## src/rtl/seg7_varredura.sv

```systemverilog
// seg7_varredura: time-multiplexed N-digit 7-segment driver.
// Holds a shadow copy of the digit values and scans one anode at a time.
// Each digit slot starts with a short guard window, with all anodes off,
// so the previous digit's segments never bleed into the next digit.
// Decodes in decimal or hex, with optional leading-zero blanking.
// Outputs are registered: they follow the state sampled at each edge.

module seg7_varredura #(
  parameter int N_DIGITOS     = 4,
  parameter int CICLOS_DIGITO = 50000,
  parameter int CICLOS_GUARDA = 2,
  parameter bit ATIVO_BAIXO   = 1'b1
) (
  input  logic                   clock,
  input  logic                   reset,
  input  logic [4*N_DIGITOS-1:0] entrada,
  input  logic                   carregar,
  input  logic                   modo_hex,
  input  logic                   apagar_zeros,
  input  logic                   habilita,
  output logic [6:0]             saida,
  output logic [N_DIGITOS-1:0]   anodo
);

  localparam int CW = (CICLOS_DIGITO > 1) ? $clog2(CICLOS_DIGITO) : 1;
  localparam int IW = (N_DIGITOS > 1) ? $clog2(N_DIGITOS) : 1;

  localparam logic [CW-1:0] CNT_MAX    = CW'(CICLOS_DIGITO - 1);
  localparam logic [CW-1:0] CNT_GUARDA = CW'(CICLOS_GUARDA);
  localparam logic [IW-1:0] IDX_MAX    = IW'(N_DIGITOS - 1);

  // Active-low reference patterns {g,f,e,d,c,b,a}
  localparam logic [6:0] SEG_APAGADO = 7'b1111111;
  localparam logic [6:0] SEG_TRACO   = 7'b0111111;

  // "Off" level of the pins for the selected polarity
  localparam logic [6:0]           SEG_OFF = {7{ATIVO_BAIXO}};
  localparam logic [N_DIGITOS-1:0] AN_OFF  = {N_DIGITOS{ATIVO_BAIXO}};

  logic [4*N_DIGITOS-1:0] sombra;
  logic [CW-1:0]          cnt;
  logic [IW-1:0]          idx;

  logic [3:0]             nibble;
  logic [N_DIGITOS-1:0]   zero_acima;
  logic                   apagado;
  logic [N_DIGITOS-1:0]   um_quente;
  logic [6:0]             seg_baixo;
  logic                   em_guarda;

  // Active-low pattern for one nibble; decimal mode shows 10..15 as a dash.
  function automatic logic [6:0] decodifica(input logic [3:0] v, input logic hex);
    logic [6:0] p;
    p = SEG_APAGADO;
    case (v)
      4'h0: p = 7'b1000000;
      4'h1: p = 7'b1111001;
      4'h2: p = 7'b0100100;
      4'h3: p = 7'b0110000;
      4'h4: p = 7'b0011001;
      4'h5: p = 7'b0010010;
      4'h6: p = 7'b0000010;
      4'h7: p = 7'b1111000;
      4'h8: p = 7'b0000000;
      4'h9: p = 7'b0011000;
      4'hA: p = hex ? 7'b0001000 : SEG_TRACO;
      4'hB: p = hex ? 7'b0000011 : SEG_TRACO;
      4'hC: p = hex ? 7'b1000110 : SEG_TRACO;
      4'hD: p = hex ? 7'b0100001 : SEG_TRACO;
      4'hE: p = hex ? 7'b0000110 : SEG_TRACO;
      4'hF: p = hex ? 7'b0001110 : SEG_TRACO;
      default: p = SEG_APAGADO;
    endcase
    return p;
  endfunction

  // Shadow register: loads on carregar regardless of habilita or scan position
  always_ff @(posedge clock or posedge reset) begin
    if (reset) begin
      sombra <= '0;
    end else if (carregar) begin
      sombra <= entrada;
    end
  end

  // Slot counter and digit index; both freeze while habilita is low
  always_ff @(posedge clock or posedge reset) begin
    if (reset) begin
      cnt <= '0;
      idx <= '0;
    end else if (habilita) begin
      if (cnt == CNT_MAX) begin
        cnt <= '0;
        idx <= (idx == IDX_MAX) ? '0 : idx + 1'b1;
      end else begin
        cnt <= cnt + 1'b1;
      end
    end
  end

  // Nibble, one-hot anode and zero-above flags for the current index.
  // zero_acima[i] is set when nibble i and every higher nibble are zero.
  always_comb begin
    logic tudo_zero;
    nibble     = '0;
    um_quente  = '0;
    zero_acima = '0;
    apagado    = 1'b0;
    tudo_zero  = 1'b1;
    for (int i = N_DIGITOS - 1; i >= 0; i--) begin
      tudo_zero     = tudo_zero & (sombra[4*i +: 4] == 4'h0);
      zero_acima[i] = tudo_zero;
    end
    for (int i = 0; i < N_DIGITOS; i++) begin
      if (idx == IW'(i)) begin
        nibble       = sombra[4*i +: 4];
        um_quente[i] = 1'b1;
        // Digit 0 always shows something, so a zero value reads "0"
        if (i > 0) begin
          apagado = apagar_zeros & zero_acima[i];
        end
      end
    end
  end

  // Segment pattern and guard decision for this cycle
  always_comb begin
    seg_baixo = apagado ? SEG_APAGADO : decodifica(nibble, modo_hex);
    em_guarda = !habilita || (cnt < CNT_GUARDA);
  end

  // Registered pin drivers; polarity applied at the last stage
  always_ff @(posedge clock or posedge reset) begin
    if (reset) begin
      saida <= SEG_OFF;
      anodo <= AN_OFF;
    end else if (em_guarda) begin
      saida <= SEG_OFF;
      anodo <= AN_OFF;
    end else if (ATIVO_BAIXO) begin
      saida <= seg_baixo;
      anodo <= ~um_quente;
    end else begin
      saida <= ~seg_baixo;
      anodo <= um_quente;
    end
  end

endmodule

```

## config.mk

```make
export PLATFORM = sky130hd
export DESIGN_NAME = seg7_varredura
export DESIGN_NICKNAME = d
export VERILOG_FILES = /design/src/rtl/seg7_varredura.sv
export SDC_FILE = /design/constraint.sdc
export NUM_CORES = 1
export LEC_CHECK = 0
export CORE_MARGIN = 3
export CORE_UTILIZATION = 39
export DETAILED_ROUTE_END_ITERATION = 10
export GPL_TIMING_DRIVEN = 0
export PLACE_DENSITY_LB_ADDON = 0.05
export SLEW_MARGIN = 20
export SYNTH_ARGS = -nofsm -noshare
export SYNTH_HDL_FRONTEND = slang
export SYNTH_SLANG_ARGS = --single-unit
export TNS_END_PERCENT = 100
```

## constraint.sdc

```tcl
create_clock -name clock -period 3.6 [get_ports clock]
set_clock_uncertainty 0.2 [all_clocks]
set_input_delay 0.9 -clock clock [delete_from_list [all_inputs] [get_ports clock]]
set_output_delay 0.9 -clock clock [all_outputs]
set_load 0.1 [all_outputs]
```

### After elaboration in Yosys (flattened, before gate mapping)

Index checks and enable logic that the tools add are counted.

| cells by class | value |
|---|---|
| order comparisons | 1 |
| bitwise logic cells | 6 |
| add/subtract/negate cells | 2 |
| eq/ne operators | 19 |
| reduce and logical (&&, ||, !) cells | 8 |
| multiplexer cells | 23 |

Operators with widths:

| operator | count |
|---|---|
| 7-bit case mux with 16 select lines | 1 |
| 4-bit == test (second input constant) | 8 |
| 6-bit two-way mux | 4 |
| 7-bit two-way mux | 3 |
| 4-bit two-way mux | 5 |
| 16-bit by 1-bit adder with 16-bit output (second input constant) | 1 |
| 16-bit == test (second input constant) | 1 |
| 4-bit by 3-bit == test with 1-bit output (second input constant) | 4 |
| 4-bit logical NOT | 4 |
| 16-bit by 2-bit less-than comparator with 1-bit output (second input constant) | 1 |
| 16-bit two-way mux | 1 |
| 4-bit by 2-bit == test with 1-bit output (second input constant) | 2 |
| 1-bit two-way mux | 7 |
| 1-bit AND | 5 |
| 5-bit two-way mux | 1 |
| 2-bit == test (second input constant) | 2 |
| 4-bit by 1-bit == test with 1-bit output (second input constant) | 1 |
| 4-bit inverter | 1 |
| 2-bit by 1-bit adder with 2-bit output (second input constant) | 1 |
| 2-bit by 1-bit == test with 1-bit output (second input constant) | 1 |
| 2-bit logical NOT | 1 |
| 2-bit two-way mux | 1 |
| 2-bit AND reduction | 1 |
| 1-bit logical NOT | 1 |
| 1-bit logical OR | 1 |

| word-level totals | value |
|---|---|
| word-level logic and storage cells | 64 |
| register bits | 45 |
| output and inout port bits | 11 |
| input bits | 22 |

### Logic depth before layout (Yosys ltp)

Gate-level depths: netlist of run 1.

| depth | value |
|---|---|
| depth after elaboration | 9 |
| gate-level depth with buffers | 9 |
| depth with buffers taken out | 7 |

### Least setup slack after synthesis of run 1

Ideal clock, no wire load.

| timing | value |
|---|---|
| path type | input to register |
| start point | in habilita |
| end point | reg saida[6] |
| slack | 1.244 ns |
| data required time | 3.312 ns |
| setup time | 0.088 ns |
| buffers on the path | 1 |
| arrival | 2.068 ns |
| stages | 5 |
| cells stage by stage | buf_2 -> inv_1 -> a41oi_1 -> o21ai_0 -> or3_1 |

| between the ends | value |
|---|---|
| cells in the longest elaborated chain, start to end | 3 |

RTL lines:

| what | line | text |
|---|---|---|
| from (decl) | 20 | `input logic habilita,` |
| 1-bit logical NOT | 129 | `em_guarda = !habilita \|\| (cnt < CNT_GUARDA);` |
| 1-bit logical OR | 129 |  |
| 7-bit two-way mux | 137 | `end else if (em_guarda) begin` |
| to (signal assigned) | 141 | `saida <= seg_baixo;` |
| to (signal assigned) | 144 | `saida <= ~seg_baixo;` |
| to (decl) | 21 | `output logic [6:0] saida,` |

Every way passes these cells.
A chain may end at the register's enable or synchronous reset.

### Worst setup path in the final report of run 1

| timing | value |
|---|---|
| start point | reg anodo[1] |
| end point | out anodo[1] |

RTL lines:

| what | line | text |
|---|---|---|
| from (decl) | 22 | `output logic [N_DIGITOS-1:0] anodo` |
| from (signal assigned) | 142 | `anodo <= ~um_quente;` |
| from (signal assigned) | 145 | `anodo <= um_quente;` |

No word-level cell between the ends.

==> qor.yml, run 1 <==
status: "completed"
p_switching_mw: 0.4795
io_pins: 33
ys.flop_type: "dfrtp_1"
nets: 287
hpwl_um: 3664
hold_depth: 1
cts_tree: "done"
ys_types: 55
r2r_end: "saida[5]"
worstPathArrival_ps: 1970
min_period_ps: 3074
area_delta_synth_final_pct: 22.44
worstPathMaxFanout: 1
die_w_um: 85.40
powerDensity_mw_per_mm2: 492.5
clock_latency_ps: 290
fin_cells: 336
grt.overflow.total: 0
first_pass_iters: 4
die_area_mm2: 0.007293
root_buffer: "clkbuf_8"
htreeDepth: 2
finalMaxSlewViolations: 0
fmax_mhz: 325.3
gp_congestion: 0.7690
postCtsSetupBuffers: 0
wl_met2_um: 2021
switching_share: 0.3234
seq_area_frac_synth: 0.4636
pwr-share-seq: 0.427
totalWireLength_um: 4848
grt_antenna_before_repair: 0
synth_edf_count: 0
synthArstFlopShare: 1.000
die_h_um: 85.40
hold_class: "register to register"
slowest_stage: "clkdlybuf4s50_1"
syn_area_mm2: 0.002459
vias: 1824
fin_crit_sh: 0.8538
cp.required_ps: 2500
clockBufferDepth: 2
track_usage: 0.1440
maxCapViolations: 0
ctsHoldBuffers: 0
r2r_start: "idx[0]"
grt_pass1_vias: 1737
antennaDiodeCount: 0
cp-end-kind: "output pin"
worstPathCellList: "clkdlybuf4s50_1"
worst_pin_slew_ps: 964.8
critPathKind: "register to output pin"
yosysTopAreaCellShare: 0.3461
synth-seq-cells: 45
pwr-share-comb: 0.265
p_int_mw: 1.003
place_inst: 328
synth_nets: 249
grt_pass1_wl_um: 8514
initial_core_util: 0.4080
yosysTopAreaCell: "dfrtp_1"
grt_max_degree: 26
clkTransAtPathRegs_ps: 90
peakVddDrop_mv: 0.2673
port-buffer-count: 30
ant_nets: 0
dr_wl_met3_um: 222
drive_gt1_frac: 0.2261
cp-start-kind: "register"
fin_setup_tns_ps: 0
worstHoldStart: "cnt[7]"
pwr-share-clk: 0.308
setup_viol: 0
regToRegSetupSlack_ps: 1190
post_cts_resized: 0
final_area_mm2: 0.003010
highest_layer: "met4"
core_mm2: 0.006026
synth_area_per_cell_um2: 11.07
p_leak_nw: 1.230
crit_buf_inv: 1
row_count: 28
ff2ff_path_depth: 7
placed_area_mm2: 0.002873
synth_area_leaders: "dfrtp_1 35%, dfstp_2 12%, mux2_2 6.0%"
hold_violations: 0
cpPeakStageDelay_ps: 1130
drt-initial-drc-count: 117
cts_buffers: 5
netlist_instances: 222
rsz0062_at_grt: "no"
via_per_inst: 5.429
crit_family: "buffers and inverters"
min_to: "cnt[7]"
maxSlewHeadroom: 0.3548
drc: 0
cts.sinks: 45
ys_warn_count: 0
power.total_mw: 1.483
wl_met1_um: 2546
wire_per_inst_um: 14.43
layout by cell type, fill, tap and decap left out, drive strengths merged, types with 6 or more instances in the layout:
cell / synthesis / routed
dfrtp: 34 / 34
clkdlybuf4s50: 0 / 30
nand2: 23 / 23
mux2: 13 / 13
nor2: 12 / 12
o21ai: 12 / 12
dfstp: 11 / 11
nand3: 10 / 10
inv: 8 / 9
nor4: 8 / 8
a21oi: 7 / 7
nor3: 7 / 7
clkbuf: 2 / 7
buf: 6 / 7
xnor2: 6 / 6
cells in the mapped netlist, types with 6 or more instances:
cell type	n
nand2_1	22
nand3_1	10
nor4_1	8
xnor2_1	6
a21oi_1	7
o21ai_0	9
mux2_2	13
nor2_1	12
dfrtp_1	34
inv_1	8
dfstp_2	11
nor3_1	6
state kept, by name, summed over array words and instances, names as in the netlist:
signal	cells
sombra	16
idx	2
anodo	4
cnt	16
saida	7
stage by stage:
step | util | setup WS (ps) | hold slack [ps]
after global routing | 0.4996 | 484.3 | 335.7
after global placement | 0.4734 | 476.0 | 289.0
final | 0.4996 | 526.3 | 302.6
after detailed placement | 0.4767 | 777.8 | 295.8
after floorplan | - | 1244 | 263.8
after CTS | 0.4996 | 523.2 | 309.1
cells by family after synthesis:
group | share of synthesized area
buf+inv | 0.04173
mux | 0.07176
compound gates | 0.1649
fa+ha+maj | 0.02545
xor+xnor | 0.03918
simple gates | 0.1934
flops | 0.4636
cell type report:
class                           count  area, µm²
Inverter                            8      30.03
Buffer                              8      72.57
Fill cell                         563       3015
Sequential cell                    45       1140
Timing Repair Buffer               31      320.3
Clock inverter                      3      68.82
Clock buffer                        5      68.82
Multi-Input combinational cell    161       1216
Tap cell                           75      93.84
worst max-delay path by stage:
stage	cells past startpoint	to	startpoint
2_1_floorplan	5	saida[6]	habilita
3_3_place_gp	2	sombra[6]	reset
3_5_place_dp	5	saida[6]	habilita
4_1_cts	1	anodo[1]	anodo[1]
5_1_grt	1	anodo[1]	anodo[1]
6_report	1	anodo[1]	anodo[1]
routing by layer:
metal | vias up | track usage
met5 | - | 0
met1 | 881 | 0.2234
met4 | 0 | 0.04173
li1 | 897 | -
met3 | 5 | 0.02913
met2 | 41 | 0.2013
power by group through the flow:
stage                     Sequential, mW  Combinational, mW  Clock (mW)
final                              0.633              0.393       0.456
after global routing               0.644              0.426       0.495
after CTS                          0.633              0.395       0.473
after detailed placement           0.642              0.394           0
after global placement             0.642              0.391           0
after floorplan                    0.734              0.204           0
(Power assumes the default switching activity.)
==> inputs of run 2 (changes only) <==
--- a/config.mk
+++ b/config.mk
@@ -10,7 +10,6 @@
 export DETAILED_ROUTE_END_ITERATION = 10
 export GPL_TIMING_DRIVEN = 0
 export PLACE_DENSITY_LB_ADDON = 0.05
-export SLEW_MARGIN = 20
 export SYNTH_ARGS = -nofsm -noshare
 export SYNTH_HDL_FRONTEND = slang
 export SYNTH_SLANG_ARGS = --single-unit
==> results of run 2 <==
Final layout, timing and power as in run 1 (identical DEF).
